[src/rtl/huffman_pkg.sv]
// ---------------------------------------------------------------------------
// huffman_pkg
// Shared types and constants for the Huffman encoder stage sequencer.
//   seq_state_t    : sequencer state encoding (IDLE, LAUNCH, WAIT, DONE)
//   STG_*          : stage indices of the encoder datapath in run order
//   DEF_NUM_STAGES : default number of sequenced stages
// ---------------------------------------------------------------------------
package huffman_pkg;

   typedef enum logic [1:0] {
      IDLE   = 2'd0,
      LAUNCH = 2'd1,
      WAIT   = 2'd2,
      DONE   = 2'd3
   } seq_state_t;

   localparam int STG_GETNUM     = 0;
   localparam int STG_TREE       = 1;
   localparam int STG_CODE       = 2;
   localparam int STG_OUT        = 3;

   localparam int DEF_NUM_STAGES = 4;

endpackage

[src/rtl/huffman_next_stage.sv]
// ---------------------------------------------------------------------------
// huffman_next_stage
// Combinational search for the next stage to run.
//   i_mask  : skip mask, bit i=1 means stage i is bypassed
//   i_cur   : index of the current stage
//   i_first : 1 = search from index 0 (first stage of a run),
//             0 = search strictly above i_cur
//   o_next  : lowest unskipped index found (0 when none)
//   o_none  : 1 when no unskipped index qualifies
// ---------------------------------------------------------------------------
module huffman_next_stage
   import huffman_pkg::*;
#(
   parameter int NUM_STAGES = DEF_NUM_STAGES,
   parameter int STG_W      = (NUM_STAGES > 1) ? $clog2(NUM_STAGES) : 1
) (
   input  logic [NUM_STAGES-1:0] i_mask,
   input  logic [STG_W-1:0]      i_cur,
   input  logic                  i_first,
   output logic [STG_W-1:0]      o_next,
   output logic                  o_none
);

   // Descending scan: the last qualifying hit is the lowest index.
   always_comb begin
      o_next = '0;
      o_none = 1'b1;
      for (int i = NUM_STAGES - 1; i >= 0; i--) begin
         if (!i_mask[i] && (i_first || (i > int'(i_cur)))) begin
            o_next = STG_W'(i);
            o_none = 1'b0;
         end
      end
   end

endmodule

[src/rtl/huffman_stage_seq.sv]
// ---------------------------------------------------------------------------
// huffman_stage_seq
// Generic N-stage start/finish sequencer for the Huffman encoder datapath.
// Strobes each unskipped stage in index order, waits for its finish flag,
// and reports completion, per-stage timeout, abort and continuous re-run.
//
// Ports
//   Clk_in      : clock, rising edge
//   Rst         : asynchronous active-high reset
//   Start       : level; a rising edge seen in IDLE launches a run
//   Abort       : ends an active run, blocks a launch in IDLE
//   Cont        : re-run automatically after Done
//   Skip_mask   : per-stage bypass, captured at launch
//   Timeout_lim : max WAIT cycles per stage (0 = no limit), captured at launch
//   Stage_fin   : finish flags from the stages
//   Stage_start : one-hot one-cycle start strobe
//   Busy        : high in LAUNCH, WAIT and DONE
//   Done        : one-cycle pulse on run completion
//   Err         : sticky timeout flag, cleared by the next launch
//   Err_stage   : index of the stage that timed out
//   Cur_stage   : index of the active stage
//   Dbg_state   : current sequencer state
//
// Handshake: Stage_start[i] is a single-cycle pulse; the stage answers with
// Stage_fin[i] (level or pulse), which is only honoured while the sequencer
// is in WAIT for that same stage. Every output is a register.
// ---------------------------------------------------------------------------
module huffman_stage_seq
   import huffman_pkg::*;
#(
   parameter int NUM_STAGES = DEF_NUM_STAGES,
   parameter int TIMEOUT_W  = 16,
   parameter int STG_W      = (NUM_STAGES > 1) ? $clog2(NUM_STAGES) : 1
) (
   input  logic                  Clk_in,
   input  logic                  Rst,
   input  logic                  Start,
   input  logic                  Abort,
   input  logic                  Cont,
   input  logic [NUM_STAGES-1:0] Skip_mask,
   input  logic [TIMEOUT_W-1:0]  Timeout_lim,
   input  logic [NUM_STAGES-1:0] Stage_fin,
   output logic [NUM_STAGES-1:0] Stage_start,
   output logic                  Busy,
   output logic                  Done,
   output logic                  Err,
   output logic [STG_W-1:0]      Err_stage,
   output logic [STG_W-1:0]      Cur_stage,
   output seq_state_t            Dbg_state
);

   seq_state_t              r_state;
   logic                    r_start_q;
   logic [NUM_STAGES-1:0]   r_mask;
   logic [TIMEOUT_W-1:0]    r_lim;
   logic [TIMEOUT_W-1:0]    r_timer;
   logic [STG_W-1:0]        r_cur;
   logic [NUM_STAGES-1:0]   r_stage_start;
   logic                    r_busy;
   logic                    r_done;
   logic                    r_err;
   logic [STG_W-1:0]        r_err_stage;

   logic [NUM_STAGES-1:0]   w_first_mask;
   logic [STG_W-1:0]        w_first_idx;
   logic                    w_first_none;
   logic [NUM_STAGES-1:0]   w_first_oh;
   logic [STG_W-1:0]        w_next_idx;
   logic                    w_next_none;
   logic [NUM_STAGES-1:0]   w_next_oh;
   logic                    w_launch;
   logic                    w_timeout;

   // In IDLE the first stage comes from the live mask (it is being captured
   // on the same edge); on a continuous re-run it comes from the held copy.
   assign w_first_mask = (r_state == IDLE) ? Skip_mask : r_mask;

   huffman_next_stage #(
      .NUM_STAGES (NUM_STAGES),
      .STG_W      (STG_W)
   ) u_first (
      .i_mask  (w_first_mask),
      .i_cur   ('0),
      .i_first (1'b1),
      .o_next  (w_first_idx),
      .o_none  (w_first_none)
   );

   huffman_next_stage #(
      .NUM_STAGES (NUM_STAGES),
      .STG_W      (STG_W)
   ) u_next (
      .i_mask  (r_mask),
      .i_cur   (r_cur),
      .i_first (1'b0),
      .o_next  (w_next_idx),
      .o_none  (w_next_none)
   );

   assign w_first_oh = NUM_STAGES'(1) << w_first_idx;
   assign w_next_oh  = NUM_STAGES'(1) << w_next_idx;

   assign w_launch  = Start && !r_start_q && !Abort;
   // Timer reads n-1 in the n-th WAIT cycle, so this fires on cycle T.
   assign w_timeout = (r_lim != '0) && (r_timer == (r_lim - TIMEOUT_W'(1)));

   always_ff @(posedge Clk_in or posedge Rst) begin
      if (Rst) begin
         r_state       <= IDLE;
         r_start_q     <= 1'b0;
         r_mask        <= '0;
         r_lim         <= '0;
         r_timer       <= '0;
         r_cur         <= '0;
         r_stage_start <= '0;
         r_busy        <= 1'b0;
         r_done        <= 1'b0;
         r_err         <= 1'b0;
         r_err_stage   <= '0;
      end else begin
         r_start_q     <= Start;
         r_stage_start <= '0;
         r_done        <= 1'b0;
         case (r_state)
            IDLE: begin
               if (w_launch) begin
                  r_mask <= Skip_mask;
                  r_lim  <= Timeout_lim;
                  r_err  <= 1'b0;
                  r_cur  <= w_first_idx;
                  r_busy <= 1'b1;
                  if (w_first_none) begin
                     r_state <= DONE;
                     r_done  <= 1'b1;
                  end else begin
                     r_state       <= LAUNCH;
                     r_stage_start <= w_first_oh;
                  end
               end
            end
            LAUNCH: begin
               if (Abort) begin
                  r_state <= IDLE;
                  r_busy  <= 1'b0;
               end else begin
                  r_timer <= '0;
                  r_state <= WAIT;
               end
            end
            WAIT: begin
               if (Abort) begin
                  r_state <= IDLE;
                  r_busy  <= 1'b0;
               end else if (Stage_fin[r_cur]) begin
                  // Finish beats a timeout on the same edge.
                  if (w_next_none) begin
                     r_state <= DONE;
                     r_done  <= 1'b1;
                  end else begin
                     r_cur         <= w_next_idx;
                     r_state       <= LAUNCH;
                     r_stage_start <= w_next_oh;
                  end
               end else if (w_timeout) begin
                  r_state     <= IDLE;
                  r_busy      <= 1'b0;
                  r_err       <= 1'b1;
                  r_err_stage <= r_cur;
               end else if (r_timer != {TIMEOUT_W{1'b1}}) begin
                  r_timer <= r_timer + TIMEOUT_W'(1);
               end
            end
            DONE: begin
               if (Abort) begin
                  r_state <= IDLE;
                  r_busy  <= 1'b0;
               end else if (Cont) begin
                  r_cur <= w_first_idx;
                  if (w_first_none) begin
                     r_state <= DONE;
                     r_done  <= 1'b1;
                  end else begin
                     r_state       <= LAUNCH;
                     r_stage_start <= w_first_oh;
                  end
               end else begin
                  r_state <= IDLE;
                  r_busy  <= 1'b0;
               end
            end
            default: begin
               r_state <= IDLE;
               r_busy  <= 1'b0;
            end
         endcase
      end
   end

   assign Stage_start = r_stage_start;
   assign Busy        = r_busy;
   assign Done        = r_done;
   assign Err         = r_err;
   assign Err_stage   = r_err_stage;
   assign Cur_stage   = r_cur;
   assign Dbg_state   = r_state;

endmodule

[config.mk]
export PLATFORM = sky130hd
export DESIGN_NAME = huffman_stage_seq
export DESIGN_NICKNAME = d
export VERILOG_FILES = /design/src/rtl/huffman_pkg.sv /design/src/rtl/huffman_next_stage.sv /design/src/rtl/huffman_stage_seq.sv
export SDC_FILE = /design/constraint.sdc
export NUM_CORES = 1
export LEC_CHECK = 0
export ABC_AREA = 1
export BUFFER_PORTS_ARGS = -buffer_cell sky130_fd_sc_hd__buf_2
export CAP_MARGIN = 40
export CORE_MARGIN = 2
export CORE_UTILIZATION = 51
export CTS_CLUSTER_DIAMETER = 30
export DETAILED_ROUTE_END_ITERATION = 6
export PLACE_DENSITY = 0.71
export SETUP_SLACK_MARGIN = 0.4
export SLEW_MARGIN = 5
export SYNTH_ARGS = -nofsm -noshare
export SYNTH_HDL_FRONTEND = slang
export SYNTH_SLANG_ARGS = --single-unit
[constraint.sdc]
create_clock -name Clk_in -period 3.1 [get_ports Clk_in]
set_input_delay 0.62 -clock Clk_in [delete_from_list [all_inputs] [get_ports Clk_in]]
set_output_delay 0.62 -clock Clk_in [all_outputs]
set_load 0.01 [all_outputs]
==> results of run 1 <==
==> stage by stage <==
step                utilization, %  power, mW  worst slack [ns]  area [sq um]
floorplan                        -       2.11              1.19          3510
global placement              56.3       2.45             0.828          3780
detailed placement            56.6       2.48             0.781          3800
CTS                           58.0       2.90             0.755          3900
global route                  58.0       3.19             0.534          3900
finish                        58.0       2.89             0.766          3900
==> area by class of cell <==
type	count	area share, %
clock buffer	6	2.12
clock inverter	2	0.321
inverter	71	6.84
multi-input combinational	403	49.7
sequential	50	32.1
tap	80	2.57
timing repair buffer	45	6.35
==> cell families after synthesis <==
| kind of cell | count (synthesis) | share of synthesized area [%] |
|---|---|---|
| flops | 50 | 35.7 |
| buf+inv | 81 | 9.13 |
| xor+xnor | 19 | 4.74 |
| compound gates | 47 | 7.34 |
| fa+ha+maj | 8 | 2.85 |
| simple gates | 329 | 40.3 |
==> critical path: stages, from the launching register on <==
cell	delay, ns
dfrtp_1	0.44
inv_1	0.11
ha_1	0.18
inv_1	0.21
nor2_1	0.23
o21ai_1	0.13
a41oi_2	0.35
buf_4	0.27
nand2_4	0.15
nand2_1	0.10
nand2_1	0.06
==> path summary, 6_finish.rpt <==
| check | slack, ns | start | cells after the start | end |
|---|---|---|---|---|
| min reg2reg | 0.47 | Busy$_DFFE_PP0P_ | 2 | Busy$_DFFE_PP0P_ |
| max in group asynchronous | 2.36 | Rst | 3 | r_lim[8]$_DFFE_PP0P_ |
| max | 0.77 | Dbg_state[0]$_DFFE_PP0P_ | 10 | r_timer[3]$_DFFE_PP0P_ |
| min in group Clk_in | 0.43 | Start | 1 | r_start_q$_DFF_PP0_ |
| min | 0.24 | Rst | 2 | r_mask[3]$_DFFE_PP0P_ |
| max reg2reg | 0.77 | Dbg_state[0]$_DFFE_PP0P_ | 10 | r_timer[3]$_DFFE_PP0P_ |
==> layer usage <==
layer	vias to the layer above	part of all wire, %	routed length (um)
met5	-	0	0
met4	0	3.4	307
met3	27	4.4	394
met2	98	49	4390
met1	1539	43	3920
li1	1759	-	-
==> state kept, by name, indices dropped and copies added (netlist names), 2 cells and up <==
signal	flops
Cur_stage	2
r_mask	4
r_timer	16
Err_stage	2
r_lim	16
Stage_start	4
Dbg_state	2
==> report_power, final <==
part           leakage [nW]  internal, mW  switching (mW)
combinational          1.31         0.497           0.975
sequential            0.652         0.825           0.182
clock                0.0472         0.180           0.232
==> layout by cell type (no fill, tap or decap), drive strengths merged <==
cell type	instances
nor4	6
inv	70
nand3b	4
ha	8
o21ai	31
nand2	186
o221ai	1
clkbuf	6
clkinv	2
clkinvlp	1
a21oi	10
dfrtp	50
nor3b	1
nor3	5
xor2	12
a41oi	1
o21a	1
o22ai	1
nand3	44
nor2	72
a31oi	1
o21bai	1
and2	2
buf	45
nand4	9
xnor2	7
==> run summary, run 1 <==
Most used DFF post-synth: dfrtp_1
Resized cells post-CTS: 0
Initial antenna violation count: 0
Asr flop ratio synth: 100%
Clk slew on worst S/H paths: 0.10 ns
Rows: 30
Root Buffer: clkbuf_8
Highest clock rate: 428 MHz
Share of the synthesized area in the top cell type: 35.7%
Crit. End Element: flip-flop
GRT met3 Usage: 3.41%
DIE AREA: 7560 sq um
Fin. Hold Viols: 0
Avg Inst Size Synth: 6.57 sq um
Vias in the first global route: 3,394
Power density over cell area: 742 nW/um^2
Placed cells: 649
First-pass GRT wire length: 15,700 um
IO buf count: 41
Distinct cell type count after synthesis: 34
Fin Hold WS: 0.239 ns
DR vias: 3,423
ANT cells: 0
Seq. cell area: 1250 sq um
HPWL after DPL: 6920 um
CP Launch Type: flip-flop
Largest net degree at the start of global routing: 39
Total track usage: 25.9%
GPL Wtd Cong: 0.946
Mapped Cells: 534
DRC: 0
Drt first-iter violations: 192
Post-DR wirelength/cell: 13.7 um
Max-Cap Viols: 0
Multi-input logic area: 1940 sq um
#FFs+latches synth: 50
# hold bufs at CTS: 0
Grt ovf: 0
Vias per inst: 5.21
Worst min path class: input port to asynchronous set/reset pin
Post-layout net count: 613
Synth Cell Area: 3510 sq um
CTS Sinks: 50
TritonRoute pass-1 iters: 4
Arr. time, crit path: 2.54 ns
H-Tree Depth: 2
Met1 Track Usage GR: 31.5%
Max Clock Skew: 0.00874 ns
Ports: 42
Peak VDD IR: 376 uV
WL final: 9000 um
Crit Path Class: flip-flop to flip-flop
M2 GR Usage: 45.6%
Post-CTS setup buffers: 0
Worst slew pin tran: 0.450 ns
Area of the core: 6720 sq um
Fin cells: 657
Final setup vio count: 0
Crit path max fanout: 16
Clock buffer depth: 2
Inserted Clock Buffers: 5
Filler cell count: 676
Most common cell in the synthesized netlist: nand2_1
Status: completed
Slew Limit Headroom: 70.0%
Die Ht: 87.0 um
Post-synth net total: 571
Synth area leaders: dfrtp_1, nand2_1, inv_1
Share of cells above drive strength 1: 13.2%
Starting Density: 52.2%
Setup TNS: 0 ns
Die width: 87.0 um
Sequential-to-total area share from yosys stat: 35.7%
Post-route ant nets: 0
Leak Pwr: 2.01 nW
Post-synth top cells: nand2_1, inv_1, nor2_1
P&R area growth vs syn: 11.1%
Gr busiest metal: met2
Number of synthesized flops with an enable pin: 0
YS warnings: 0
Critical Path RT: 3.30 ns
Final Max Slew Viols: 0
Min Tclk post-route: 2.33 ns
Period utilization: 75.3%
CTS tree: built
RSZ-0062 raised after global routing: false
Clock Latency Late Sink: 0.31 ns
Yosys top cell by area: dfrtp_1
No activity file was read; power rests on OpenSTA's default activity.
==> run 2: changes to the inputs <==
clock period = 2.3 ns   (was 3.1 ns; I/O delays follow)
==> run summary, run 2 (synthesis results as in run 1) <==
Status: completed
Grt ovf: 0 (unchanged)
Final Max Slew Viols: 0 (unchanged)
Post-layout net count: 646 (+5.4%)
Vias in the first global route: 3,621 (+6.7%)
Worst min path class: input port to flip-flop
Multi-input logic area: 2190 sq um (+13%)
Area of the core: 6720 sq um (unchanged)
Max-Cap Viols: 0 (unchanged)
Placed cells: 653 (+0.62%)
Leak Pwr: 2.23 nW (+11%)
Worst-path cell chain: inv_2, ha_4, nand2_4, nor2_4, buf_4, nand3_1, nand2_1, nand2_1, nor2_2, nand2_2, nor2_4, buf_12, nand2_8, nand2_8, nand2_1, nand2_1
TritonRoute pass-1 iters: 6 (+2)
Filler cell count: 608 (-10%)
Fin cells: 690 (+5.0%)
Clock Latency Late Sink: 0.31 ns (about the same)
Worst slew pin tran: 0.655 ns (+0.205 ns)
Min Tclk post-route: 2.05 ns (-0.280 ns)
Slowest-stage cell, CP: dfrtp_1
Leading cell type in the layout, fill and taps excluded: nand2_1
Crit Path Class: flip-flop to flip-flop
Root Buffer: clkbuf_8
H-Tree Depth: 2 (unchanged)
Arr. time, crit path: 2.30 ns (-0.24 ns)
Fin. Hold Viols: 0 (unchanged)
Clk slew on worst S/H paths: 0.10 ns (about the same)
Drt first-iter violations: 167 (-13%)
Die Ht: 87.0 um (unchanged)
Seq. cell area: 1250 sq um (+0.30%)
CP Launch Type: flip-flop
Initial antenna violation count: 0 (unchanged)
Final setup vio count: 0 (unchanged)
Ports: 42 (unchanged)
Vias per inst: 5.43 (+4.3%)
Max Clock Skew: 0.00934 ns (+0.000598 ns)
Slew Limit Headroom: 56.3% (-14 points)
# hold bufs at CTS: 0 (unchanged)
ANT cells: 0 (unchanged)
CTS Sinks: 50 (unchanged)
First-pass GRT wire length: 16,600 um (+5.8%)
Most frequent cells in the layout: nand2_1, inv_1, nor2_1
WL final: 10,100 um (+12%)
Sequential share of power: 28.1% (-6.7 points)
HPWL after DPL: 6980 um (+0.87%)
CTS tree: built
Inserted Clock Buffers: 5 (unchanged)
Largest regs: r_lim (16), r_timer (16)
DIE AREA: 7560 sq um (unchanged)
P_sw: 2.25 mW (+62%)
Crit path max fanout: 8 (-8)
Largest net degree at the start of global routing: 51 (+31%)
Post-route ant nets: 0 (unchanged)
Starting Density: 52.2% (unchanged)
Critical Path RT: 2.55 ns (-0.75 ns)
Setup TNS: 0 ns (unchanged)
RSZ-0062 raised after global routing: true
Total track usage: 27.6% (+1.7 points)
Die width: 87.0 um (unchanged)
Comb pwr share: 56.1% (+5.2 points)
Clock network fraction of design power: 15.7% (+1.4 points)
Crit-path max cell delay: 0.41 ns (-0.03 ns)
IO buf count: 41 (unchanged)
Highest clock rate: 487 MHz (+14%)
Switching Share: 45.9% (-2.1 points)
Clock buffer depth: 2 (unchanged)
Most frequent CP cell: nand2_1
DR vias: 3,750 (+9.6%)
Post-DR wirelength/cell: 14.7 um (+6.9%)
DRC: 0 (unchanged)
Power density over cell area: 1100 nW/um^2 (+49%)
Share of cells above drive strength 1: 26.7% (+14 points)
Crit. End Element: flip-flop
Peak VDD IR: 618 uV (+64%)
Period utilization: 89.3% (+14 points)
GPL Wtd Cong: 0.934 (-1.2%)
Rows: 30 (unchanged)
Internal power: 2.65 mW (+77%)
P&R area growth vs syn: 26.8%
[run 2: changes by cell type in the layout (fill, tap and decap cells not counted), moves of 5 or more]
cell     before  now
nor2_2        7   16
nand2_2       4   20
o21ai_0      28   23
nand2_1     181  161
inv_1        63   57
nor2_1       63   49
nor2_4        2    7
buf_4         3   32
[run 2: power groups by stage]
stage / clock, mW / combinational (mW) / sequential (mW)
2_1_floorplan: 0 / 1.51 / 1.33
3_3_place_gp: 0 / 1.95 / 1.37
5_1_grt: 0.823 / 3.07 / 1.41
4_1_cts: 0.783 / 2.38 / 1.37
3_5_place_dp: 0 / 1.99 / 1.38
6_report: 0.772 / 2.75 / 1.38
[run 2: worst paths after layout]
| kind | slack (ns) | endpoint | cells past startpoint | from |
|---|---|---|---|---|
| min in group asynchronous | 0.30 | r_lim[1]$_DFFE_PP0P_ | 3 | Rst |
| max | 0.25 | r_timer[15]$_DFFE_PP0P_ | 16 | r_lim[0]$_DFFE_PP0P_ |
| max reg2reg | 0.25 | r_timer[15]$_DFFE_PP0P_ | 16 | r_lim[0]$_DFFE_PP0P_ |
| min | 0.27 | r_start_q$_DFF_PP0_ | 1 | Start |
| min reg2reg | 0.48 | Busy$_DFFE_PP0P_ | 2 | Busy$_DFFE_PP0P_ |
| max in group asynchronous | 1.51 | Dbg_state[0]$_DFFE_PP0P_ | 3 | Rst |
[run 2: metrics by stage]
stage | area, sq um | utilization [%] | total power [mW] | hold slack, ns | worst slack, ns
after floorplan | 3510 | - | 2.84 | 0.475 | 0.397
after global placement | 3820 | 56.9 | 3.32 | 0.465 | 0.132
after detailed placement | 3820 | 56.9 | 3.37 | 0.466 | 0.0341
after CTS | 4260 | 63.3 | 4.54 | 0.262 | 0.248
after global routing | 4450 | 66.3 | 5.30 | 0.258 | 0.0741
final | 4450 | 66.3 | 4.91 | 0.270 | 0.246
[run 2: metal layers]
| metal | global-route usage [%] | up-vias | routed length, um |
|---|---|---|---|
| li1 | - | 1827 | - |
| met1 | 32.1 | 1731 | 4010 |
| met2 | 49.8 | 158 | 5160 |
| met3 | 4.36 | 34 | 605 |
| met4 | 11.9 | 0 | 330 |
| met5 | 0 | - | 0 |
[run 2: layout make-up]
cell class                 instances  area share [%]
clock buffer                       6            1.85
clock inverter                     2            1.35
inverter                          71            6.21
multi-input combinational        405            49.2
sequential                        50            28.2
tap                               80            2.25
timing repair buffer              76            11.0
[run 2: critical path, delay by kind of cell (launching register included)]
family	cells	cell delay [ns]
and+or+nand+nor	12	1.05
DFF	1	0.41
buffers and inverters	3	0.35
adders and majority gates	1	0.17
[run 2: repair_timing]
| action | in CTS | in global routing |
|---|---|---|
| pin swaps | 22 | 23 |
| buffers inserted | 15 | 12 |
| gates cloned | 2 | 0 |
| gates resized for setup | 40 | 37 |
| endpoints found under the setup margin | 29 | 29 |
==> run 3: changes to the inputs <==
ABC_AREA = not set   (was 1)
CORE_UTILIZATION = 58   (was 51)
PLACE_DENSITY = 0.8   (was 0.71)
==> run summary, run 3 <==
Die Ht: 79.9 um (-8.1%)
Worst min path class: input port to asynchronous set/reset pin
Clock buffer depth: 2 (unchanged)
CTS Sinks: 50 (unchanged)
Fin Hold WS: 0.177 ns (-0.0926 ns)
Starting Density: 60.3% (+8.1 points)
P&R area growth vs syn: 30.4%
Placed cells: 548 (-16%)
HPWL after DPL: 6540 um (-6.3%)
Grt ovf: 0 (unchanged)
Fin cells: 564 (-18%)
Post-route ant nets: 0 (unchanged)
Max-Cap Viols: 0 (unchanged)
Post-synth top cells: nand2_1, dfrtp_1, nor2_1
Fin. Hold Viols: 0 (unchanged)
Share of the synthesized area in the top cell type: 37.4% (+1.8 points)
Clk slew on worst S/H paths: 0.09 ns (about the same)
Ports: 42 (unchanged)
Min Tclk post-route: 2.96 ns (+0.906 ns)
Area of the core: 5540 sq um (-18%)
DR vias: 3,495 (-6.8%)
Worst slew pin tran: 0.456 ns (-0.199 ns)
H-Tree Depth: 2 (unchanged)
Post-DR wirelength/cell: 17.4 um (+19%)
WL final: 9800 um (-3.1%)
Violated checks: negative setup slack
Mapped Cells: 394 (-26%)
Post-layout net count: 528 (-18%)
Period utilization: 129% (+39 points)
Most used DFF post-synth: dfrtp_1
Sequential-to-total area share from yosys stat: 37.4% (+1.8 points)
Most frequent cells in the layout: nand2_1, buf_4, dfrtp_1
Yosys top cell by area: dfrtp_1
Number of synthesized flops with an enable pin: 0 (unchanged)
Share of cells above drive strength 1: 32.9% (+6.2 points)
DRC: 0 (unchanged)
Status: complete, but fails checks
Largest net degree at the start of global routing: 51 (unchanged)
Arr. time, crit path: 3.15 ns (+0.85 ns)
Initial antenna violation count: 0 (unchanged)
#FFs+latches synth: 50 (unchanged)
Final setup margin: -0.660 ns (-0.906 ns)
Synth area leaders: dfrtp_1, nand2_1, mux2i_1
Vias per inst: 6.20 (+14%)
Avg Inst Size Synth: 8.49 sq um (+29%)
Power density over cell area: 1120 nW/um^2 (+1.7%)
Filler cell count: 380 (-38%)
Distinct cell type count after synthesis: 60 (+76%)
ANT cells: 0 (unchanged)
Vias in the first global route: 3,282 (-9.4%)
CP Launch Type: flip-flop
Slew Limit Headroom: 69.5% (+13 points)
Max Clock Skew: 0.00755 ns (-0.00179 ns)
Final setup vio count: 22 (+22)
Crit Path Class: flip-flop to flip-flop
DIE AREA: 6390 sq um (-16%)
Post-synth net total: 431 (-25%)
Peak VDD IR: 751 uV (+22%)
TritonRoute pass-1 iters: 5 (-1)
GPL Wtd Cong: 0.935 (about the same)
Drt first-iter violations: 436 (+160%)
Clock Latency Late Sink: 0.31 ns (about the same)
Largest regs: r_lim (16), r_timer (16)
Leading cell type in the layout, fill and taps excluded: nand2_1
Root Buffer: clkbuf_8
Crit path max fanout: 3 (-5)
Rows: 27 (-10%)
Most common cell in the synthesized netlist: nand2_1
Asr flop ratio synth: 100% (unchanged)
Final Max Slew Viols: 0 (unchanged)
Crit. End Element: flip-flop
Critical Path RT: 2.49 ns (-0.06 ns)
Leak Pwr: 1.99 nW (-11%)
First-pass GRT wire length: 15,800 um (-4.5%)
Highest clock rate: 338 MHz (-31%)
RSZ-0062 raised after global routing: true
Die width: 79.9 um (-8.1%)
YS warnings: 0 (unchanged)
CTS tree: built
IO buf count: 41 (unchanged)
Total track usage: 32.1% (+4.4 points)
Synth Cell Area: 3340 sq um (-4.7%)
Inserted Clock Buffers: 5 (unchanged)
==> run 3: where the power goes <==
group,switching [mW],internal (mW)
Clock,0.313,0.325
Combinational,1.50,1.41
Sequential,0.237,1.11
Total,2.04,2.84
==> run 3: cell families after synthesis <==
family                   share of synthesized area [%]
flip-flops                                        37.4
AO/OA/AOI/OAI                                     14.8
multiplexers                                      6.62
XOR/XNOR                                          4.45
AND/OR/NAND/NOR                                   28.8
adder cells (fa/ha/maj)                           2.99
buffers and inverters                             4.87
==> run 3: path summary, 6_finish.rpt <==
kind	from	endpoint	slack [ns]	cells past startpoint
max in group asynchronous	Rst	Dbg_state[1]$_DFFE_PP0P_	1.85	3
min	Rst	r_lim[8]$_DFFE_PP0P_	0.18	3
max	r_lim[0]$_DFFE_PP0P_	Dbg_state[0]$_DFFE_PP0P_	-0.66	12
max reg2reg	r_lim[0]$_DFFE_PP0P_	Dbg_state[0]$_DFFE_PP0P_	-0.66	12
min reg2reg	Err_stage[1]$_DFFE_PP0P_	Err_stage[1]$_DFFE_PP0P_	0.52	1
min in group Clk_in	Start	r_start_q$_DFF_PP0_	0.27	1
==> run 3: worst max-delay path, stage by stage (launching register included) <==
cell     delay, ns
dfrtp_1       0.43
inv_4         0.09
ha_4          0.14
or4b_4        0.46
nor4b_4       0.36
buf_4         0.17
nand4_1       0.12
o31ai_2       0.11
o21ai_2       0.11
buf_4         0.16
nor2_1        0.25
a21oi_1       0.15
o32a_1        0.30
==> run 3: final cells by class <==
| cell class | instances | area, sq um | share of cell area (%) |
|---|---|---|---|
| Inverter | 17 | 66.3 | 1.52 |
| Clock inverter | 2 | 37.5 | 0.861 |
| Timing Repair Buffer | 109 | 739 | 17.0 |
| Tap cell | 72 | 90.1 | 2.07 |
| Multi-Input combinational cell | 308 | 2100 | 48.2 |
| Sequential cell | 50 | 1250 | 28.7 |
| Clock buffer | 6 | 72.6 | 1.66 |
==> run 3: per-layer routing <==
layer / part of all wire [%] / track usage, % / up-vias / wire [um]
met5: 0 / 0 / - / 0
met4: 2.5 / 7.97 / 0 / 242
met3: 7.0 / 4.41 / 37 / 690
met2: 49 / 54.3 / 170 / 4760
met1: 42 / 43.3 / 1687 / 4100
li1: - / - / 1601 / -
==> run 3: what timing repair did <==
item	CTS	global route
hold buffers	0	0
buffers inserted	3	5
endpoints found under the setup margin	26	26
gates resized for setup	18	10
pin swaps	12	4
==> run 3: stage by stage <==
stage	TNS, ns	total power, mW	util (%)	worst slack (ns)	cell area (sq um)
finish	-12.68	4.89	78.7	-0.660	4360
global route	-14.44	5.20	78.7	-0.712	4360
CTS	-11.08	4.69	77.5	-0.580	4300
detailed placement	-11.83	3.91	73.4	-0.594	4060
global placement	-9.43	3.82	73.4	-0.480	4060
floorplan	-9.00	2.92	-	-0.521	3410
